[src/rtl/onchip_ram_arbiter.sv]
// Round-robin two-master arbiter and linear burst sequencer for the single-port on-chip RAM.
// Optional address bounds check enabled by defining ONCHIP_ARB_BOUNDS_CHECK_EN.
module onchip_ram_arbiter #(
  parameter int ADDR_W  = 16,
  parameter int DATA_W  = 32,
  parameter int DEPTH   = 38400,
  parameter int BURST_W = 5
) (
  input  logic                  clk,
  input  logic                  reset,
  input  logic [ADDR_W-1:0]     m0_address,
  input  logic                  m0_read,
  input  logic                  m0_write,
  input  logic [DATA_W/8-1:0]   m0_byteenable,
  input  logic [DATA_W-1:0]     m0_writedata,
  input  logic [BURST_W-1:0]    m0_burstcount,
  output logic                  m0_waitrequest,
  output logic [DATA_W-1:0]     m0_readdata,
  output logic                  m0_readdatavalid,
  input  logic [ADDR_W-1:0]     m1_address,
  input  logic                  m1_read,
  input  logic                  m1_write,
  input  logic [DATA_W/8-1:0]   m1_byteenable,
  input  logic [DATA_W-1:0]     m1_writedata,
  input  logic [BURST_W-1:0]    m1_burstcount,
  output logic                  m1_waitrequest,
  output logic [DATA_W-1:0]     m1_readdata,
  output logic                  m1_readdatavalid,
  output logic [ADDR_W-1:0]     mem_address,
  output logic                  mem_chipselect,
  output logic                  mem_write,
  output logic [DATA_W/8-1:0]   mem_byteenable,
  output logic [DATA_W-1:0]     mem_writedata,
  input  logic [DATA_W-1:0]     mem_readdata,
  output logic                  err_oob
);

  localparam int BE_W = DATA_W / 8;

  typedef enum logic [1:0] {IDLE, BURST_RD, BURST_WR} state_t;

  state_t              state_q;
  logic                owner_q;
  logic                lastGrant_q;
  logic [BURST_W-1:0]  beatCnt_q;
  logic [ADDR_W-1:0]   burstAddr_q;
  logic                rdPending_q;
  logic                rdOwner_q;

  logic                req0, req1, winner, winWrite, ownWrite;
  logic [ADDR_W-1:0]   winAddr;
  logic [BURST_W-1:0]  winCount;
  logic [BE_W-1:0]     ownBe;
  logic [DATA_W-1:0]   ownData;
  logic                issue, issueWr, issueMaster, oob;
  logic [ADDR_W-1:0]   issueAddr;
  logic [BE_W-1:0]     issueBe;
  logic [DATA_W-1:0]   issueData;
  logic                wait0, wait1;
  logic [DATA_W-1:0]   rdData;

  // A zero burstcount means one word; anything beyond 16 is clamped to 16.
  function automatic logic [BURST_W-1:0] clampCount(input logic [BURST_W-1:0] bc);
    if (bc == '0) return BURST_W'(1);
    if (bc > BURST_W'(16)) return BURST_W'(16);
    return bc;
  endfunction

  assign req0     = m0_read | m0_write;
  assign req1     = m1_read | m1_write;
  assign winner   = (req0 & req1) ? ~lastGrant_q : req1;
  assign winWrite = winner ? m1_write : m0_write;
  assign winAddr  = winner ? m1_address : m0_address;
  assign winCount = clampCount(winner ? m1_burstcount : m0_burstcount);
  assign ownWrite = owner_q ? m1_write : m0_write;
  assign ownBe    = (state_q == IDLE ? winner : owner_q) ? m1_byteenable : m0_byteenable;
  assign ownData  = (state_q == IDLE ? winner : owner_q) ? m1_writedata : m0_writedata;

  always_comb begin
    issue       = 1'b0;
    issueWr     = 1'b0;
    issueMaster = owner_q;
    issueAddr   = burstAddr_q;
    issueBe     = '1;
    issueData   = '0;
    wait0       = 1'b1;
    wait1       = 1'b1;
    if (!reset) begin
      case (state_q)
        IDLE: begin
          if (req0 | req1) begin
            issue       = 1'b1;
            issueMaster = winner;
            issueWr     = winWrite;
            issueAddr   = winAddr;
            issueBe     = winWrite ? ownBe : '1;
            issueData   = ownData;
            if (winner) wait1 = 1'b0;
            else        wait0 = 1'b0;
          end
        end
        BURST_RD: issue = 1'b1;
        BURST_WR: begin
          // Only write beats are accepted; the owner stalls on anything else.
          if (ownWrite) begin
            issue     = 1'b1;
            issueWr   = 1'b1;
            issueBe   = ownBe;
            issueData = ownData;
            if (owner_q) wait1 = 1'b0;
            else         wait0 = 1'b0;
          end
        end
        default: ;
      endcase
    end
  end

`ifdef ONCHIP_ARB_BOUNDS_CHECK_EN
  localparam logic [ADDR_W:0] DEPTH_L = (ADDR_W + 1)'(DEPTH);
  logic rdOob_q;

  assign oob = issue && ({1'b0, issueAddr} >= DEPTH_L);

  // Suppressed reads still return a beat, with a recognisable poison word.
  always_ff @(posedge clk) begin
    if (reset) rdOob_q <= 1'b0;
    else       rdOob_q <= oob & ~issueWr;
  end

  assign rdData = rdOob_q ? DATA_W'(32'hDEADBEEF) : mem_readdata;
`else
  assign oob    = 1'b0;
  assign rdData = mem_readdata;
`endif

  assign mem_address      = issueAddr;
  assign mem_chipselect   = issue & ~oob;
  assign mem_write        = issueWr & ~oob;
  assign mem_byteenable   = issueBe;
  assign mem_writedata    = issueData;
  assign err_oob          = oob;
  assign m0_waitrequest   = wait0;
  assign m1_waitrequest   = wait1;
  assign m0_readdata      = rdData;
  assign m1_readdata      = rdData;
  assign m0_readdatavalid = rdPending_q & ~rdOwner_q & ~reset;
  assign m1_readdatavalid = rdPending_q &  rdOwner_q & ~reset;

  always_ff @(posedge clk) begin
    if (reset) begin
      state_q     <= IDLE;
      owner_q     <= 1'b0;
      lastGrant_q <= 1'b1;
      beatCnt_q   <= '0;
      burstAddr_q <= '0;
      rdPending_q <= 1'b0;
      rdOwner_q   <= 1'b0;
    end else begin
      rdPending_q <= issue & ~issueWr;
      rdOwner_q   <= issueMaster;
      case (state_q)
        IDLE: begin
          if (req0 | req1) begin
            lastGrant_q <= winner;
            owner_q     <= winner;
            if (winCount != BURST_W'(1)) begin
              state_q     <= winWrite ? BURST_WR : BURST_RD;
              beatCnt_q   <= winCount - BURST_W'(1);
              burstAddr_q <= winAddr + ADDR_W'(1);
            end
          end
        end
        BURST_RD, BURST_WR: begin
          if (issue) begin
            burstAddr_q <= burstAddr_q + ADDR_W'(1);
            beatCnt_q   <= beatCnt_q - BURST_W'(1);
            if (beatCnt_q == BURST_W'(1)) state_q <= IDLE;
          end
        end
        default: state_q <= IDLE;
      endcase
    end
  end

endmodule

[config.mk]
export PLATFORM = sky130hd
export DESIGN_NAME = onchip_ram_arbiter
export DESIGN_NICKNAME = d
export VERILOG_FILES = /design/src/rtl/onchip_ram_arbiter.sv
export SDC_FILE = /design/constraint.sdc
export NUM_CORES = 1
export LEC_CHECK = 0
export ABC_CLOCK_PERIOD_IN_PS = 4400
export BUFFER_PORTS_ARGS = -buffer_cell sky130_fd_sc_hd__buf_2
export CORE_ASPECT_RATIO = 0.6
export CORE_MARGIN = 1
export CORE_UTILIZATION = 39
export CTS_CLUSTER_DIAMETER = 150
export DETAILED_ROUTE_END_ITERATION = 10
export HOLD_SLACK_MARGIN = 0.08
export MAX_ROUTING_LAYER = met4
export PLACE_DENSITY = 0.78
export SYNTH_ARGS = -nofsm -noshare
export SYNTH_HDL_FRONTEND = slang
export SYNTH_SLANG_ARGS = --single-unit
[constraint.sdc]
create_clock -name clk -period 4.4 [get_ports clk]
set_clock_uncertainty 0.1 [all_clocks]
set_input_delay 0.22 -clock clk [delete_from_list [all_inputs] [get_ports clk]]
set_output_delay 0.22 -clock clk [all_outputs]
set_load 0.02 [all_outputs]
==> results_dict.tcl, run 1 <==
set metrics [dict create \
    status "finished clean" \
    holdWs_ns 0.340 \
    maxCapViolations 0 \
    port_buffers 177 \
    yosys-top-cells-area "dfxtp_1 14%, buf_4 14%, nand2_1 11%" \
    ant_nets 0 \
    cts_sinks 26 \
    grt_overflow 0 \
    antenna_found_initial 0 \
    grt_pass1_vias 3712 \
    hold_path.class "in2out" \
    avgSynthCellArea_um2 6.88 \
    rows 26 \
    ctsResizeCount 0 \
    hold_buffers 0 \
    die_w_um 127 \
    ios 275 \
    path_class "reg2out" \
    syn_area_mm2 0.00366 \
    ys_ff_latch 26 \
    max_freq_mhz 305 \
    route.detailed.drc 0 \
    end_kind "output port" \
    drt_iter0_markers 499 \
    drv_slew 0 \
    start_util_pct 41.5 \
    fin_crit_ns 3.28 \
    ir_drop_uv 254 \
    cts_setup_buffers 0 \
    placed_cells 742 \
    nNetsFinal 782 \
    vias 4114 \
    cts_buffers 3 \
    yosys_warnings 0 \
    wire_per_inst_um 16.0 \
    synth_top_area_share_pct 14.2 \
    async_flop_share_pct 0 \
    area_delta_synth_final_pct 14.5 \
    gp_congestion 1.00 \
    core_mm2 0.00882 \
    p_leak_nw 1.93 \
    ys.flop_type "dfxtp_1" \
    critPathMaxFanout 26 \
    insertion_delay_ns 0.27 \
    final_cells 746 \
    reg2reg_slack_ns 1.21 \
    h-tree-depth 1 \
    clockRootBuffer "clkbuf_16" \
    synth_cell_types 63 \
    worst_setup_path_start_kind "flop" \
    synth_cells 532 \
    globalRouteTotalUtil_pct 24.4 \
    tritoncts "done" \
    clk_pin_slew_worst_paths_ns 0.07 \
    grt_max_degree 33 \
    rsz0062_at_grt "false" \
    grt_pass1_wl_um 19000 \
    slew_headroom_pct 18.8 \
    synth_nets 693 \
    drt-total-wl_um 11900 \
    critPathRequiredTime_ns 4.08 \
    cp.arrival_ns 2.96 \
    dp_hpwl_um 9260 \
    setup_violations 0 \
    yosys.area.top_type "dfxtp_1" \
    synth-edff-count 0 \
    clockBufferDepth 2 \
    die_area_mm2 0.00979 \
    n_antenna_cell 0 \
    fin_setup_tns_ns 0 \
    via_per_inst 5.51 \
    drt_pass1_iterations 5 \
    period_share_pct 74.6 \
    fp.dieH_um 77.0 \
    p_per_area_mw_per_mm2 768 \
    yosysSeqAreaShare_pct 14.2 \
    worst_slew_pin_slew_ns 1.22 \
    drive_gt1_share_pct 36.0 \
    hold_viol 0 \
]
==> final timing paths <==
path | endpoint | start | cells past startpoint
setup / recovery | mem_writedata[1] | lastGrant_q | 9
hold / removal | m0_readdata[28] | mem_readdata[28] | 0
setup reg to reg | beatCnt_q[3] | lastGrant_q | 11
hold reg to reg | beatCnt_q[4] | beatCnt_q[4] | 2
==> registers in the layout, summed over array words and instances (netlist names) <==
register and count:
beatCnt_q 5, burstAddr_q 16, lastGrant_q 1, rdOwner_q 1, rdPending_q 1, state_q 2
==> metrics by stage <==
step	worst slack, ns	cell area (µm²)	total power, mW	utilization (%)
after global placement	1.18	4080	2.83	46.3
after CTS	1.18	4190	3.19	47.5
after detailed placement	1.11	4080	2.91	46.3
final	1.12	4190	3.22	47.5
after global routing	0.930	4190	3.47	47.5
after floorplan	1.74	3660	2.45	-
==> cell usage in the layout (no fill, tap or decap), types with 3 or more instances in the layout <==
cell,instances
o21ai_0,24
or3_1,3
clkbuf_16,3
a31oi_1,31
inv_1,14
nand2_1,103
a211oi_2,4
a21oi_1,45
mux2i_1,8
xnor2_1,9
a311oi_1,4
nor3b_1,3
nor2_1,44
ha_1,9
buf_4,6
a211oi_1,8
nor3_1,7
buf_2,177
nor2_2,3
a2bb2oi_2,10
o211ai_1,5
nand3_1,11
dfxtp_1,26
o21ai_1,11
==> critical path, stage by stage, from the launching register on <==
cell      delay [ns]
dfxtp_1         0.47
o21a_4          0.32
nor2_2          0.13
buf_4           0.22
nand2_1         0.15
a21boi_2        0.53
buf_4           0.38
nand2_1         0.14
a21oi_1         0.13
buf_2           0.19
==> Yosys cell counts, types with 5 or more instances <==
master and count:
nor2_1 45, nor3_1 7, o211ai_1 5, a2bb2oi_2 10, nand3_1 11, o21ai_1 12
a211oi_1 8, buf_4 66, ha_1 9, inv_1 14, buf_2 14, mux2i_1 8
clkbuf_1 13, a31oi_1 31, xnor2_1 9, dfxtp_1 26, buf_6 5, o21ai_0 24
a21oi_1 45, nand2_1 103
==> kinds of logic (layout without fill, tap and decap cells) <==
group / Yosys count / count (layout) / synth area share (%)
AO/OA/AOI/OAI: 166 / 166 / 32.3
buffers and inverters: 114 / 202 / 20.0
XOR/XNOR: 11 / 11 / 2.63
adder cells (fa/ha/maj): 9 / 9 / 3.08
AND/OR/NAND/NOR: 195 / 195 / 24.9
flip-flops: 26 / 26 / 14.2
other: 1 / 1 / 0.102
multiplexers: 10 / 10 / 2.80
==> routing by layer <==
metal	share of wire [%]	global-route usage [%]	vias to the layer above
met5	0	-	-
met4	1.5	4.17	0
met3	8.9	5.51	29
met2	42	34.5	221
met1	47	35.1	1880
li1	-	-	1984
==> layout make-up <==
type                       count  area [µm²]
fill                         871        4630
sequential                    26         520
inverter                      15        56.3
clock inverter                 1        30.0
multi-input combinational    392        2420
clock buffer                   3        75.1
timing repair buffer         183         931
tap                          126         158
==> where the power goes <==
part / switching (mW) / internal [mW] / leakage, nW / total, mW
combinational: 1.61 / 0.908 / 1.67 / 2.51
clock: 0.0958 / 0.182 / 0.0511 / 0.277
sequential: 0.0936 / 0.332 / 0.216 / 0.425
(Power assumes the default switching activity.)
==> run 2, diff against run 1 <==
--- a/config.mk
+++ b/config.mk
@@ -5,11 +5,12 @@
 export SDC_FILE = /design/constraint.sdc
 export NUM_CORES = 1
 export LEC_CHECK = 0
-export ABC_CLOCK_PERIOD_IN_PS = 4400
+export ABC_AREA = 1
+export ABC_CLOCK_PERIOD_IN_PS = 2850
 export BUFFER_PORTS_ARGS = -buffer_cell sky130_fd_sc_hd__buf_2
 export CORE_ASPECT_RATIO = 0.6
 export CORE_MARGIN = 1
-export CORE_UTILIZATION = 39
+export CORE_UTILIZATION = 38
 export CTS_CLUSTER_DIAMETER = 150
 export DETAILED_ROUTE_END_ITERATION = 10
 export HOLD_SLACK_MARGIN = 0.08
==> constraint.sdc (replaced) <==
create_clock -name clk -period 2.85 [get_ports clk]
set_clock_uncertainty 0.1 [all_clocks]
set_input_delay 0.1425 -clock clk [delete_from_list [all_inputs] [get_ports clk]]
set_output_delay 0.1425 -clock clk [all_outputs]
set_load 0.02 [all_outputs]
==> run 2 against run 1 <==
  * Routed wire length is 8.0% higher
  * Die area increased by 7.4%
  * Combinational power is 60% higher
  * Worst hold slack got worse by 0.16 ns
  * Critical endpoint is now mem_writedata[9]
  * Worst setup slack worse by 0.91 ns
  * Final cell count rose by 26%
  * Register-to-register slack worse by 0.94 ns
  * Synthesized cell count rose by 34%
  * Critical path type unchanged
  * Power increased by 55%
==> results_dict.tcl, run 2 <==
set metrics [dict create \
    route.detailed.drc 0 \
    cts_buffers 3 \
    ir_drop_uv 436 \
    h-tree-depth 1 \
    drt-total-wl_um 12900 \
    place_ws_ns 0.362 \
    start_util_pct 40.4 \
    fp.dieH_um 79.8 \
    yosysSeqAreaShare_pct 13.6 \
    clk_pin_slew_worst_paths_ns 0.07 \
    regMostFlops "burstAddr_q" \
    cp_cell_sequence "inv_1 -> ha_1 -> inv_1 -> nor2_1 -> a21oi_4 -> buf_12 -> nor2_1 -> nor3_1 -> buf_2" \
    ys.flop_type "dfxtp_1" \
    area_delta_synth_final_pct 16.1 \
    final_cell_mix "177 x buf_2, 173 x nand2_1, 118 x nor2_1" \
    ant_nets 0 \
    globalRouteTotalUtil_pct 24.3 \
    grt_pass1_vias 3858 \
    status "finished clean" \
    avgSynthCellArea_um2 5.37 \
    synth_cells 714 \
    rsz0062_at_grt "false" \
    drv_slew 0 \
    max_stage_delay_ns 0.38 \
    insertion_delay_ns 0.27 \
    dp_hpwl_um 10400 \
    ys_ff_latch 26 \
    clockBufferDepth 2 \
    drt_iter0_markers 402 \
    setup_violations 0 \
    die_w_um 132 \
    synth_most_common_cell "nand2_1" \
    maxCapViolations 0 \
    syn_area_mm2 0.00383 \
    cp.arrival_ns 2.40 \
    synth-edff-count 0 \
    cts_setup_buffers 0 \
    final_cells 940 \
    grt_overflow 0 \
    r2r_cells 14 \
    critPathMaxFanout 36 \
    synth_cell_types 34 \
    synth_nets 875 \
    grt_pass1_wl_um 19700 \
    crit_start "state_q[0]" \
    rr_endpoint "burstAddr_q[15]" \
    stdcell_area_mm2 0.00445 \
    hold_buffers 0 \
    drt_pass1_iterations 6 \
    yosys.area.top_type "nand2_1" \
    worst_setup_path_start_kind "flop" \
    placed_cells 936 \
    port_buffers 177 \
    reg2reg_slack_ns 0.27 \
    clockRootBuffer "clkbuf_16" \
    rows 27 \
    ios 275 \
    tritoncts "done" \
    die_area_mm2 0.0105 \
    drive_gt1_share_pct 26.0 \
    async_flop_share_pct 0 \
    fin_setup_tns_ns 0 \
    synth_top_area_share_pct 16.9 \
    vias 4711 \
    final_common_cell "buf_2" \
    min-delay-start "mem_readdata[23]" \
    hold_viol 0 \
    n_antenna_cell 0 \
    antenna_found_initial 0 \
    cpMaxStageDelayCell "dfxtp_1" \
    wire_per_inst_um 13.7 \
    critPathRequiredTime_ns 2.61 \
    nNetsFinal 972 \
    grt_max_degree 37 \
    period_share_pct 92.8 \
    core_mm2 0.00949 \
    largestRegisters "burstAddr_q x16, beatCnt_q x5, state_q x2" \
    worst_slack_ns 0.205 \
    hold_path.class "in2out" \
    cts_sinks 26 \
    p_leak_nw 2.54 \
    placed_cell_area_mm2 0.00436 \
    largest_reg_flops 16 \
    gp_congestion 0.957 \
    cp-endpoint "mem_writedata[9]" \
    yosys_warnings 0 \
    p_per_area_mw_per_mm2 1120 \
    via_per_inst 5.01 \
    ctsResizeCount 0 \
    holdWs_ns 0.185 \
    yosys-top-cells-area "nand2_1 17%, dfxtp_1 14%, buf_4 13%" \
    r2r_start "state_q[1]" \
    synthTopCellsByCount "173 x nand2_1, 118 x nor2_1, 74 x inv_1, 69 x nand3_1, 66 x buf_4" \
    end_kind "output port" \
    max_freq_mhz 378 \
    path_class "reg2out" \
    fin_crit_ns 2.65 \
]
[run 2: changes by cell type after synthesis, moves of 9 or more]
cell,change
inv_1,+60
a31oi_1,-31
xnor2_1,-9
nor2_1,+73
o21ai_1,-9
a2bb2oi_2,-10
nand2_1,+70
nor3_1,+27
nand3_1,+58
[run 2: where the power goes]
part / internal, mW / switching, mW / leakage [nW]
Clock: 0.215 / 0.138 / 0.0442
Combinational: 1.29 / 2.74 / 2.28
Sequential: 0.514 / 0.0776 / 0.216
[run 2: kinds of logic after synthesis]
logic type | after synthesis | share of synthesized area (%)
fa+ha+maj | 9 | 2.94
simple gates | 415 | 45.9
xor+xnor | 6 | 1.37
buf+inv | 178 | 24.7
other cells | 1 | 0.0978
flops | 26 | 13.6
compound gates | 79 | 11.4
[run 2: cell type report]
| type | instances | area, µm² |
|---|---|---|
| clock buffers | 4 | 88.8 |
| fillers | 1008 | 5040 |
| well taps | 130 | 163 |
| repair buffers | 191 | 1020 |
| flip-flops and latches | 26 | 520 |
| inverters | 79 | 297 |
| multi-input cells | 510 | 2370 |
[run 2: per-layer routing]
layer  track usage, %  vias up  share of wire, %
met2             32.7      286                39
met3             5.46       18                11
met5                -        -                 0
met4             7.44        0               2.3
met1             34.9     2026                49
li1                 -     2381                 -
[run 2: worst max-delay path: cells and delay by family (launching register included)]
family                   cells  cell delay [ns]
flip-flops                   1             0.38
buffers and inverters        4             0.75
adder cells (fa/ha/maj)      1             0.29
AND/OR/NAND/NOR              3             0.55
AO/OA/AOI/OAI                1             0.17
[run 2: through the flow]
stage | power, mW | utilization [%]
3_5_place_dp | 4.55 | 46.0
3_3_place_gp | 4.52 | 46.0
4_1_cts | 4.92 | 46.9
2_1_floorplan | 3.56 | -
6_report | 4.97 | 46.9
5_1_grt | 5.42 | 46.9
[run 2: how the worst min path moves through the flow]
| stage | to | slack [ns] | cells after the start |
|---|---|---|---|
| 2_1_floorplan | m0_readdata[0] | 0.30 | 1 |
| 3_3_place_gp | m0_readdata[24] | 0.19 | 0 |
| 3_5_place_dp | m0_readdata[24] | 0.19 | 0 |
| 4_1_cts | m0_readdata[24] | 0.19 | 0 |
| 5_1_grt | m1_readdata[29] | 0.19 | 0 |
| 6_report | m0_readdata[23] | 0.19 | 0 |
